### src/rtl/stage0_prefetch.sv
// Instruction-fetch stage: fetches words from boot ROM or RAM into a small
// prefetch FIFO and hands them to stage 1 over a valid/ready handshake.
// A redirect flushes the FIFO and restarts fetch at a new PC and source.
// If a RAM read is in flight when the redirect arrives, the stage waits in
// DRAIN for that read to complete and throws its data away.
module stage0_prefetch #(
    parameter int                    DATA_WIDTH = 32,
    parameter int                    ADDR_WIDTH = 16,
    parameter int                    DEPTH      = 4,
    parameter logic [ADDR_WIDTH-1:0] RESET_PC   = '0
) (
    input  logic                  clk,
    input  logic                  reset,
    input  logic                  redirect_valid,
    input  logic [ADDR_WIDTH-1:0] redirect_pc,
    input  logic                  redirect_from_ram,
    output logic [ADDR_WIDTH-1:0] brom_address,
    input  logic [DATA_WIDTH-1:0] brom_value,
    output logic                  ram_req,
    output logic [ADDR_WIDTH-1:0] ram_address,
    input  logic                  ram_ack,
    input  logic [DATA_WIDTH-1:0] ram_value,
    output logic [DATA_WIDTH-1:0] instruction_binary,
    output logic [ADDR_WIDTH-1:0] instr_pc,
    output logic                  instr_valid,
    input  logic                  instr_ready,
    output logic                  execute_from_ram
);

    localparam int PTR_W = $clog2(DEPTH);
    localparam int CNT_W = PTR_W + 1;

    typedef enum logic {FETCH = 1'b0, DRAIN = 1'b1} state_t;

    state_t                  state_q, state_d;
    logic [ADDR_WIDTH-1:0]   pc_q, pc_d;
    logic [ADDR_WIDTH-1:0]   drain_addr_q, drain_addr_d;
    logic                    from_ram_q, from_ram_d;
    logic [PTR_W-1:0]        wr_ptr_q, wr_ptr_d, rd_ptr_q, rd_ptr_d;
    logic [CNT_W-1:0]        count_q, count_d;
    logic [DATA_WIDTH-1:0]   head_data_q, head_data_d;
    logic [ADDR_WIDTH-1:0]   head_pc_q, head_pc_d;
    logic [DATA_WIDTH-1:0]   entry_data [DEPTH];
    logic [ADDR_WIDTH-1:0]   entry_pc [DEPTH];
    logic                    fifo_full;
    logic                    push;
    logic                    pop;
    logic                    req;
    logic [ADDR_WIDTH-1:0]   req_addr;
    logic [DATA_WIDTH-1:0]   push_data;

    // Full is judged on the count at the start of the cycle, so a pop in the
    // same cycle never makes room for a push.
    assign fifo_full = (count_q == CNT_W'(DEPTH));
    assign pop       = (count_q != '0) && instr_ready && !redirect_valid;

    // Fetch control: source selection, RAM request, PC advance, redirect/drain.
    always_comb begin
        state_d      = state_q;
        pc_d         = pc_q;
        from_ram_d   = from_ram_q;
        drain_addr_d = drain_addr_q;
        push         = 1'b0;
        push_data    = brom_value;
        req          = 1'b0;
        req_addr     = pc_q;
        case (state_q)
            FETCH: begin
                if (from_ram_q) begin
                    // Nothing else can fill the FIFO while a read is pending,
                    // so the request stays stable until its ack.
                    req = !fifo_full;
                    if (req && ram_ack) begin
                        push      = 1'b1;
                        push_data = ram_value;
                    end
                end else begin
                    push = !fifo_full;
                end
                if (redirect_valid) begin
                    push       = 1'b0;
                    pc_d       = redirect_pc;
                    from_ram_d = redirect_from_ram;
                    if (req && !ram_ack) begin
                        state_d      = DRAIN;
                        drain_addr_d = pc_q;
                    end
                end else if (push) begin
                    pc_d = pc_q + ADDR_WIDTH'(1);
                end
            end
            DRAIN: begin
                // Keep the abandoned read alive until the RAM answers it.
                req      = 1'b1;
                req_addr = drain_addr_q;
                if (ram_ack) begin
                    state_d = FETCH;
                end
                if (redirect_valid) begin
                    pc_d       = redirect_pc;
                    from_ram_d = redirect_from_ram;
                end
            end
            default: state_d = FETCH;
        endcase
    end

    // FIFO pointers and occupancy; a redirect empties the FIFO but leaves the
    // read pointer (and so the presented head) where it was.
    always_comb begin
        wr_ptr_d = wr_ptr_q;
        rd_ptr_d = rd_ptr_q;
        count_d  = count_q;
        if (redirect_valid) begin
            wr_ptr_d = rd_ptr_q;
            count_d  = '0;
        end else begin
            if (push) wr_ptr_d = wr_ptr_q + PTR_W'(1);
            if (pop)  rd_ptr_d = rd_ptr_q + PTR_W'(1);
            case ({push, pop})
                2'b10:   count_d = count_q + CNT_W'(1);
                2'b01:   count_d = count_q - CNT_W'(1);
                default: count_d = count_q;
            endcase
        end
    end

    // Next head word; bypasses the entry being written when it becomes the
    // head, and holds the last value while the FIFO is empty.
    always_comb begin
        head_data_d = head_data_q;
        head_pc_d   = head_pc_q;
        if (count_d != '0) begin
            if (push && (wr_ptr_q == rd_ptr_d)) begin
                head_data_d = push_data;
                head_pc_d   = pc_q;
            end else begin
                head_data_d = entry_data[rd_ptr_d];
                head_pc_d   = entry_pc[rd_ptr_d];
            end
        end
    end

    genvar gi;
    generate
        for (gi = 0; gi < DEPTH; gi++) begin : g_entry
            logic [DATA_WIDTH-1:0] data_q, data_d;
            logic [ADDR_WIDTH-1:0] epc_q, epc_d;

            // Capture the pushed word when this slot is the write target.
            always_comb begin
                data_d = data_q;
                epc_d  = epc_q;
                if (push && (wr_ptr_q == PTR_W'(gi))) begin
                    data_d = push_data;
                    epc_d  = pc_q;
                end
            end

            // Entry storage.
            always_ff @(posedge clk or posedge reset) begin
                if (reset) begin
                    data_q <= '0;
                    epc_q  <= '0;
                end else begin
                    data_q <= data_d;
                    epc_q  <= epc_d;
                end
            end

            assign entry_data[gi] = data_q;
            assign entry_pc[gi]   = epc_q;
        end
    endgenerate

    // State, PC, pointers and head registers.
    always_ff @(posedge clk or posedge reset) begin
        if (reset) begin
            state_q      <= FETCH;
            pc_q         <= RESET_PC;
            drain_addr_q <= '0;
            from_ram_q   <= 1'b0;
            wr_ptr_q     <= '0;
            rd_ptr_q     <= '0;
            count_q      <= '0;
            head_data_q  <= '0;
            head_pc_q    <= '0;
        end else begin
            state_q      <= state_d;
            pc_q         <= pc_d;
            drain_addr_q <= drain_addr_d;
            from_ram_q   <= from_ram_d;
            wr_ptr_q     <= wr_ptr_d;
            rd_ptr_q     <= rd_ptr_d;
            count_q      <= count_d;
            head_data_q  <= head_data_d;
            head_pc_q    <= head_pc_d;
        end
    end

    assign brom_address       = pc_q;
    assign ram_req            = req;
    assign ram_address        = req_addr;
    assign instruction_binary = head_data_q;
    assign instr_pc           = head_pc_q;
    assign instr_valid        = (count_q != '0);
    assign execute_from_ram   = from_ram_q;

endmodule

### config.mk
export PLATFORM = sky130hd
export DESIGN_NAME = stage0_prefetch
export DESIGN_NICKNAME = d
export VERILOG_FILES = /design/src/rtl/stage0_prefetch.sv
export SDC_FILE = /design/constraint.sdc
export NUM_CORES = 1
export LEC_CHECK = 0
export BUFFER_PORTS_ARGS = -buffer_cell sky130_fd_sc_hd__buf_4
export CAP_MARGIN = 20
export CORE_MARGIN = 3
export CORE_UTILIZATION = 55
export CTS_CLUSTER_DIAMETER = 60
export CTS_CLUSTER_SIZE = 12
export DETAILED_ROUTE_END_ITERATION = 6
export PLACE_DENSITY = 0.74
export SLEW_MARGIN = 30
export SYNTH_ARGS = -nofsm -noshare
export SYNTH_HDL_FRONTEND = slang
export SYNTH_SLANG_ARGS = --single-unit
### constraint.sdc
create_clock -name clk -period 10.8 [get_ports clk]
set_input_delay 0 -clock clk [delete_from_list [all_inputs] [get_ports clk]]
set_output_delay 0 -clock clk [all_outputs]
set_load 0.005 [all_outputs]
# [Word level (Yosys, flattened, before mapping)]
# Index checks and enable logic that the tools add are counted.
[word_totals] register_bits=281 latch_bits=0 ramBits=0 rom_bits=0 input_bits=86 out_inout_bits=83 word_cells=87 n_memories=0
[op_classes] n_addsub=5 multipliers=0 n_div=0 n_lt_le_gt_ge=1 n_eq_ne=9 shift=0 n_mux=35 bitwise=2 reduce_logical=18
[ops] cell="32-bit 2-to-1 mux" count=6
[ops] cell="16-bit 2-to-1 mux" count=7
[ops] cell="32-bit binary-select mux with 2-bit select" count=1
[ops] cell="16-bit binary-select mux with 2-bit select" count=1
[ops] cell="16-bit one-hot mux with 2 select lines" count=1
[ops] cell="16-bit by 1-bit adder with 16-bit output (second input constant)" count=1
[ops] cell="1-bit 2-to-1 mux" count=11
[ops] cell="1-bit logical AND" count=9
[ops] cell="2-bit 2-to-1 mux" count=4
[ops] cell="2-bit equality test (second input constant)" count=3
[ops] cell="3-bit one-hot mux with 2 select lines" count=1
[ops] cell="3-bit nonzero test" count=2
[ops] cell="2-bit by 1-bit adder with 2-bit output (second input constant)" count=2
[ops] cell="2-bit by 1-bit equality test with 1-bit output (second input constant)" count=2
[ops] cell="1-bit one-hot mux with 2 select lines" count=2
[ops] cell="3-bit by 1-bit adder with 3-bit output (second input constant)" count=1
[ops] cell="3-bit equality test (second input constant)" count=1
[ops] cell="3-bit >= comparator (second input constant)" count=1
[ops] cell="1-bit zero test" count=3
[ops] cell="3-bit 2-to-1 mux" count=1
[ops] cell="3-bit by 2-bit inequality test with 1-bit output (second input constant)" count=1
[ops] cell="2-bit inverter with 3-bit output" count=1
[ops] cell="3-bit AND reduction" count=1
[ops] cell="3-bit by 1-bit subtractor with 3-bit output (second input constant)" count=1
[ops] cell="other kinds (6)" count=6

# [Logic depth before layout (Yosys ltp)]
# Gate-level depths: netlist of the first run.
[depth] word_depth=12 mapped_depth=13 mapped_depth_nobuf=11

# [Least setup slack after synthesis of the first run]
# Ideal clock, no wire load.
[synth_path] path_kind="reg-to-reg" startpoint="register count_q[2]" endpoint="register head_pc_q[0] (netlist: instr_pc[0])" setup_ps=123 t_arrival_ps=3058 required_ps=10677 path_slack_ps=7619 stages_incl_launch_ff=14 path_buffers=2 synth_period_minus_slack_ps=3181 path_cell_list="dfrtp_1 -> nor3_2 -> inv_1 -> nand2_2 -> inv_4 -> ha_1 -> fa_1 -> xor2_1 -> nor4b_4 -> or3_1 -> clkbuf_1 -> nand3_2 -> buf_6 -> o221a_1"
[synth_between] elab_chain_len=12 elab_cells_between_ends=27 classes_between="add/sub: 2; eq/ne: 4; mux: 13; bitwise: 1; reduce/logical: 7"
[synth_lines] element="start, declared" line="40" rtl="logic [CNT_W-1:0] count_q, count_d;"
[synth_lines] element="start signal, assigned" line="195" rtl="count_q <= count_d;"
[synth_lines] element="3-bit equality test" line="54" rtl="assign fifo_full = (count_q == CNT_W'(DEPTH));"
[synth_lines] element="1-bit zero test" line="72, 78"
[synth_lines] element="1-bit logical AND" line="73" rtl="if (req && ram_ack) begin"
[synth_lines] element="1-bit 2-to-1 mux" line="73"
[synth_lines] element="1-bit 2-to-1 mux" line="69" rtl="if (from_ram_q) begin"
[synth_lines] element="1-bit 2-to-1 mux" line="67" rtl="case (state_q)"
[synth_lines] element="1-bit 2-to-1 mux" line="80" rtl="if (redirect_valid) begin"
[synth_lines] element="1-bit 2-to-1 mux" line="67"
[synth_lines] element="2-bit by 1-bit equality test with 1-bit output or 2-bit equality test (tied branches)" line="120" rtl="case ({push, pop})"
[synth_lines] element="3-bit one-hot mux with 2 select lines" line="120"
[synth_lines] element="3-bit 2-to-1 mux" line="114" rtl="if (redirect_valid) begin"
[synth_lines] element="3-bit nonzero test" line="133" rtl="if (count_d != '0) begin"
[synth_lines] element="end signal, assigned" line="197" rtl="head_pc_q <= head_pc_d;"
[synth_lines] element="end, declared" line="42" rtl="logic [ADDR_WIDTH-1:0] head_pc_q, head_pc_d;"
# Parallel ways exist; a longest one is shown, timed or not. The select of a mux whose other input is x is not followed.
# A chain may end at the register's enable or synchronous reset.

# [Worst setup path after layout of the first run]
[layout_path] startpoint="register count_q[2]" endpoint="register head_pc_q[14] (netlist: instr_pc[14])"
# Same word-level chain as after synthesis.

==> results of run 1 <==
synthesized netlist by cell type, types with 27 or more instances:
cell type,instances
o211ai_1,42
dfrtp_1,281
mux2i_1,40
nor2_1,49
o221ai_1,73
nand2_1,257
o21ai_0,212
o22a_1,37
o221a_1,32
a221oi_1,36
mux2_2,41
buf_2,27
inv_1,53
nor3_1,51
clkbuf_1,92
state kept, by name, summed over array words and instances (netlist names):
name                count
rd_ptr_q                2
state_q                 1
drain_addr_q           16
wr_ptr_q                2
g_entry.data_q        128
execute_from_ram        1
g_entry.epc_q          64
count_q                 3
instruction_binary     32
brom_address           16
instr_pc               16
cell type report:
cell class / count / area [sq um]
Sequential cell: 281 / 7040
Timing Repair Buffer: 287 / 2420
Inverter: 57 / 229
Clock buffer: 33 / 761
Tap cell: 330 / 413
Clock inverter: 7 / 96.3
Fill cell: 1934 / 7890
Multi-Input combinational cell: 1020 / 6630
report_power, final:
part | internal (mW) | switching [mW] | leakage, nW | total (mW)
sequential | 1.53 | 0.408 | 3.49 | 1.93
combinational | 0.933 | 1.12 | 3.76 | 2.05
clock | 0.542 | 0.405 | 0.411 | 0.947
total | 3.00 | 1.93 | 7.66 | 4.93
worst max-delay path, stage by stage (launching register included):
cell and delay [ps]:
dfrtp_1 470, nor3_4 220, buf_4 590, inv_1 440, nand2_2 130, buf_4 520, inv_4 160, ha_1 290
fa_1 390, xor2_1 240, a21oi_2 160, nor3_4 190, buf_4 540, a21o_4 570, o221ai_1 210
stage by stage:
step	hold WS (ps)	power [mW]	util	worst slack, ps
2_1_floorplan	108	3.26	-	3050
3_3_place_gp	228	3.83	0.617	5320
6_report	59.7	4.93	0.690	5440
5_1_grt	136	5.26	0.690	5230
4_1_cts	202	4.92	0.689	5520
3_5_place_dp	229	3.92	0.618	5530
cells by family (layout without fill, tap and decap cells):
kind of cell | Yosys count | count (layout)
xor+xnor | 5 | 5
mux | 85 | 85
flops | 281 | 281
fa+ha+maj | 7 | 7
simple gates | 412 | 412
buf+inv | 199 | 384
compound gates | 511 | 511
final timing paths:
kind	to	cells after the start
worst max-delay path	instr_pc[14]$_DFFE_PP0P_	14
worst min-delay path	g_entry[2].data_q[14]$_DFFE_PP0P_	3
worst max register to register	instr_pc[14]$_DFFE_PP0P_	14
worst min register to register	g_entry[1].data_q[29]$_DFFE_PP0P_	2
max in group asynchronous	g_entry[2].epc_q[2]$_DFFE_PP0P_	6
min in group clk	state_q$_DFF_PP0_	3
metal layers:
layer  share of wire  vias up  global-route usage
met1            0.41     6393               0.407
li1                -     5874                   -
met2            0.49      573               0.491
met3           0.081       73              0.0512
met4           0.021        0              0.0747
met5               0        -                   0
==> flow_metrics.py, run 1 <==
metrics = {
    "clocking": {
        "clk_latency_ps": 550,
        "root_buffer": "clkbuf_16",
        "h-tree-depth": 1,
        "cts_buffers": 29,
        "clk_pin_slew_ps": 60,
        "cts_resized": 0,
        "cts_setup_buffers": 0,
        "cts_num_sinks": 281,
        "cts_tree": "yes",
        "cts_hold_buf": 94,
        "cts.path.max_buffers": 3,
    },
    "yosys": {
        "synth_compound_area_frac": 0.253,
        "yosys.cell_types.count": 71,
        "synthCells": 1500,
        "synth_seq_area_share": 0.487,
        "synth_enable_flop_cells": 0,
        "yosysTopAreaCellShare": 0.487,
        "syn_avg_cell_area_sq_um": 9.63,
        "synth_area_leaders": "dfrtp_1 (49%), o21ai_0 (7.3%), nand2_1 (6.7%)",
        "synth_xor_area_frac": 0.00407,
        "synth_nets": 1593,
        "ys_seq_elements": 281,
        "async_flop_share": 1.00,
        "mappedNetlistArea_sq_um": 14400,
        "synthAdderAreaFrac": 0.00658,
        "synth_top_family_by_area": "compound AO/OA/AOI/OAI gates",
        "synth_top_area_cell": "dfrtp_1",
        "ys_warn_count": 0,
        "yosys.area_share.simple": 0.124,
        "ys.flop_type": "dfrtp_1",
        "synth_mux_area_frac": 0.0659,
    },
    "place": {
        "dpl.cell_count": 1880,
        "dpl.hpwl_mm": 23.5,
        "portBuffers": 168,
        "postPlaceCellArea_sq_um": 15700,
        "place_congestion": 0.847,
    },
    "final_layout": {
        "final_cell_area_sq_um": 17600,
        "area_growth_pct": 21.7,
        "drive_gt1_frac": 0.189,
        "diodes": 0,
        "final_cell_mix": "dfrtp_1 (279), nand2_1 (253), o21ai_0 (212)",
        "fin_cells": 2015,
        "nNetsFinal": 1769,
        "layout_commonest_cell": "dfrtp_1",
    },
    "detailed_routing": {
        "wl_mm": 42.2,
        "drt-vias-per-instance": 6.41,
        "first_pass_iters": 5,
        "drt_iter0_markers": 1307,
        "ant_nets": 0,
        "drc": 0,
        "vias": 12900,
        "wl_per_cell_microns": 21.0,
    },
    "timing": {
        "rsz0062_at_grt": "false",
        "setup_violations": 0,
        "fin_worst_skew_ps": 10.2,
        "drv_slew": 0,
        "fmax_mhz": 187,
        "fin_crit_ps": 5360,
        "finalCritPeriodShare": 0.496,
        "worst_pin_slew_ps": 972,
        "fin_setup_tns_ps": 0,
        "final_hold_viol_count": 0,
        "slew_headroom": 0.352,
    },
    "critical_path": {
        "required_ps": 11180,
        "worstPathArrival_ps": 5740,
        "path_class": "reg2reg",
        "cp-end-kind": "flop",
        "crit_fanout": 48,
        "ff2ff_setup_slack_ps": 5440,
        "crit_start": "count_q[2]$_DFF_PP0_",
        "r2r_start": "count_q[2]$_DFF_PP0_",
        "start_kind": "flop",
    },
    "worst_hold_path": {
        "hold_class": "in2async",
    },
    "global_route": {
        "grt-ovfl-total": 0,
        "grt_pass1_wl_mm": 68.6,
        "grt_max_degree": 130,
        "grt_pass1_vias": 12900,
        "track_usage": 0.295,
        "antenna_found_initial": 0,
    },
    "floorplanning": {
        "dieHeight_microns": 168,
        "initial_core_util": 0.567,
        "core_area_sq_um": 25500,
        "std_cell_rows": 58,
        "die_area_sq_um": 28200,
        "io_pins": 169,
        "die_w_microns": 168,
    },
    "pwr": {
        "power.density_nw_per_um2": 281,
        "p_leak_nw": 7.66,
        "ir_worst_vdd_mv": 0.171,
    },
    "run": {
        "drv_cap": 0,
    },
    "run_status": {
        "outcome": "finished, final reports clean",
    },
}
Power figures use the tool's default switching activity.
==> inputs of run 2 (changes only) <==
- clock period: 10.8 -> 5.6 ns (I/O delays scaled with it)
==> flow_metrics.py, run 2 (same netlist as run 1, synthesis figures left out) <==
metrics = {
    "final_layout": {
        "largest_register": "g_entry.data_q",
        "layout_commonest_cell": "dfrtp_1",
        "largest_reg_flops": 128,
        "utilization": 0.690,
        "num-fill-cells": 1976,
        "nNetsFinal": 1772,
        "diodes": 0,
        "area_growth_pct": 21.7,
        "final_cell_mix": "dfrtp_1 (280), nand2_1 (253), o21ai_0 (212)",
        "drive_gt1_frac": 0.188,
    },
    "run": {
        "drv_cap": 0,
    },
    "timing": {
        "slew_headroom": 0.362,
        "drv_slew": 0,
        "rsz0062_at_grt": "false",
        "fin_ws_ps": 950,
        "fin_worst_skew_ps": 12.9,
        "final_hold_viol_count": 0,
        "fmax_mhz": 215,
        "finalCritPeriodShare": 0.830,
        "setup_violations": 0,
        "worst_pin_slew_ps": 956,
        "fin_setup_tns_ps": 0,
        "fin_crit_ps": 4650,
    },
    "critical_path": {
        "slowest_stage": "nand3_2",
        "path_class": "reg2reg",
        "crit_fanout": 23,
        "cp-end-kind": "flop",
        "crit_buf_inv": 2,
        "worstPathArrival_ps": 5080,
        "required_ps": 6030,
        "crit_family": "simple AND/OR/NAND/NOR gates",
        "max_stage_delay_ps": 590,
        "start_kind": "flop",
        "ff2ff_setup_slack_ps": 950,
        "crit_path_cell_trace": "or2_1, nor3_4, inv_2, ha_1, fa_1, xor2_1, nor4b_4, or3_1, nand3_2, buf_12, o221a_2",
    },
    "floorplanning": {
        "io_pins": 169,
        "initial_core_util": 0.567,
        "dieHeight_microns": 168,
        "die_w_microns": 168,
        "core_area_sq_um": 25500,
        "std_cell_rows": 58,
        "die_area_sq_um": 28200,
    },
    "clocking": {
        "h-tree-depth": 1,
        "cts_buffers": 28,
        "cts_resized": 0,
        "cts_tree": "yes",
        "clk_pin_slew_ps": 60,
        "cts.path.max_buffers": 3,
        "root_buffer": "clkbuf_16",
        "cts_num_sinks": 281,
        "clk_latency_ps": 550,
    },
    "global_route": {
        "grt_max_degree": 177,
        "grt_pass1_vias": 13000,
        "grt-ovfl-total": 0,
        "grt_pass1_wl_mm": 70.2,
        "track_usage": 0.304,
        "antenna_found_initial": 0,
    },
    "detailed_routing": {
        "drt_iter0_markers": 1206,
        "wl_mm": 43.6,
        "ant_nets": 0,
        "drc": 0,
        "wl_per_cell_microns": 21.6,
        "drt-vias-per-instance": 6.41,
        "first_pass_iters": 6,
        "vias": 12900,
    },
    "pwr": {
        "p_leak_nw": 7.68,
        "ir_worst_vdd_mv": 0.370,
        "power.density_nw_per_um2": 540,
    },
    "place": {
        "portBuffers": 168,
        "place_ws_ps": 1120,
        "place_congestion": 0.890,
        "dpl.hpwl_mm": 25.2,
    },
    "worst_hold_path": {
        "hold_class": "in2async",
    },
    "run_status": {
        "outcome": "finished, final reports clean",
    },
}
run 2: tightest hold or removal path, delay by kind of cell:
| family | cells | cell delay [ps] |
|---|---|---|
| buffers and inverters | 3 | 1060 |
run 2: area by class of cell:
cell class / count / area, sq um / area share
flip-flops and latches: 281 / 7040 / 0.400
multi-input cells: 1020 / 6630 / 0.377
repair buffers: 291 / 2480 / 0.141
clock buffers: 33 / 751 / 0.0427
well taps: 330 / 413 / 0.0235
inverters: 57 / 220 / 0.0125
clock inverters: 3 / 46.3 / 0.00263
run 2: routing by layer:
metal | track usage | part of all wire | up-vias
li1 | - | - | 5872
met1 | 0.420 | 0.41 | 6297
met2 | 0.498 | 0.48 | 643
met3 | 0.0488 | 0.085 | 109
met4 | 0.0961 | 0.026 | 0
met5 | 0 | 0 | -
run 2: final timing paths:
kind | from | end | cells past startpoint
max | state_q$_DFF_PP0_ | instruction_binary[31]$_DFFE_PP0P_ | 11
min | reset | g_entry[2].data_q[16]$_DFFE_PP0P_ | 3
max reg2reg | state_q$_DFF_PP0_ | instruction_binary[31]$_DFFE_PP0P_ | 11
min reg2reg | drain_addr_q[9]$_DFFE_PP0P_ | drain_addr_q[9]$_DFFE_PP0P_ | 2
max in group asynchronous | reset | g_entry[0].data_q[24]$_DFFE_PP0P_ | 5
min in group clk | ram_ack | state_q$_DFF_PP0_ | 3
run 2: stage by stage:
step	instance area, sq um	std cells	hold WS, ps	power, mW
floorplan	14400	1500	108	6.29
global placement	15800	1883	220	7.41
detailed placement	15800	1885	82.2	7.60
CTS	17500	2014	79.9	9.43
global route	17600	2015	111	10.1
finish	17600	2015	72.5	9.49
run 2: power by group:
part           leakage (nW)  internal (mW)  switching [mW]  total (mW)
registers              3.49           2.94           0.791        3.73
clock network         0.387          0.978           0.772        1.75
logic                  3.80           1.81            2.19        4.00
total                  7.68           5.73            3.75        9.49
run 2: timing repair:
action / 4_1_cts / 5_1_grt
endpoints found under the hold margin: 226 / 0
buffers inserted: 0 / 0
hold buffers: 93 / 0
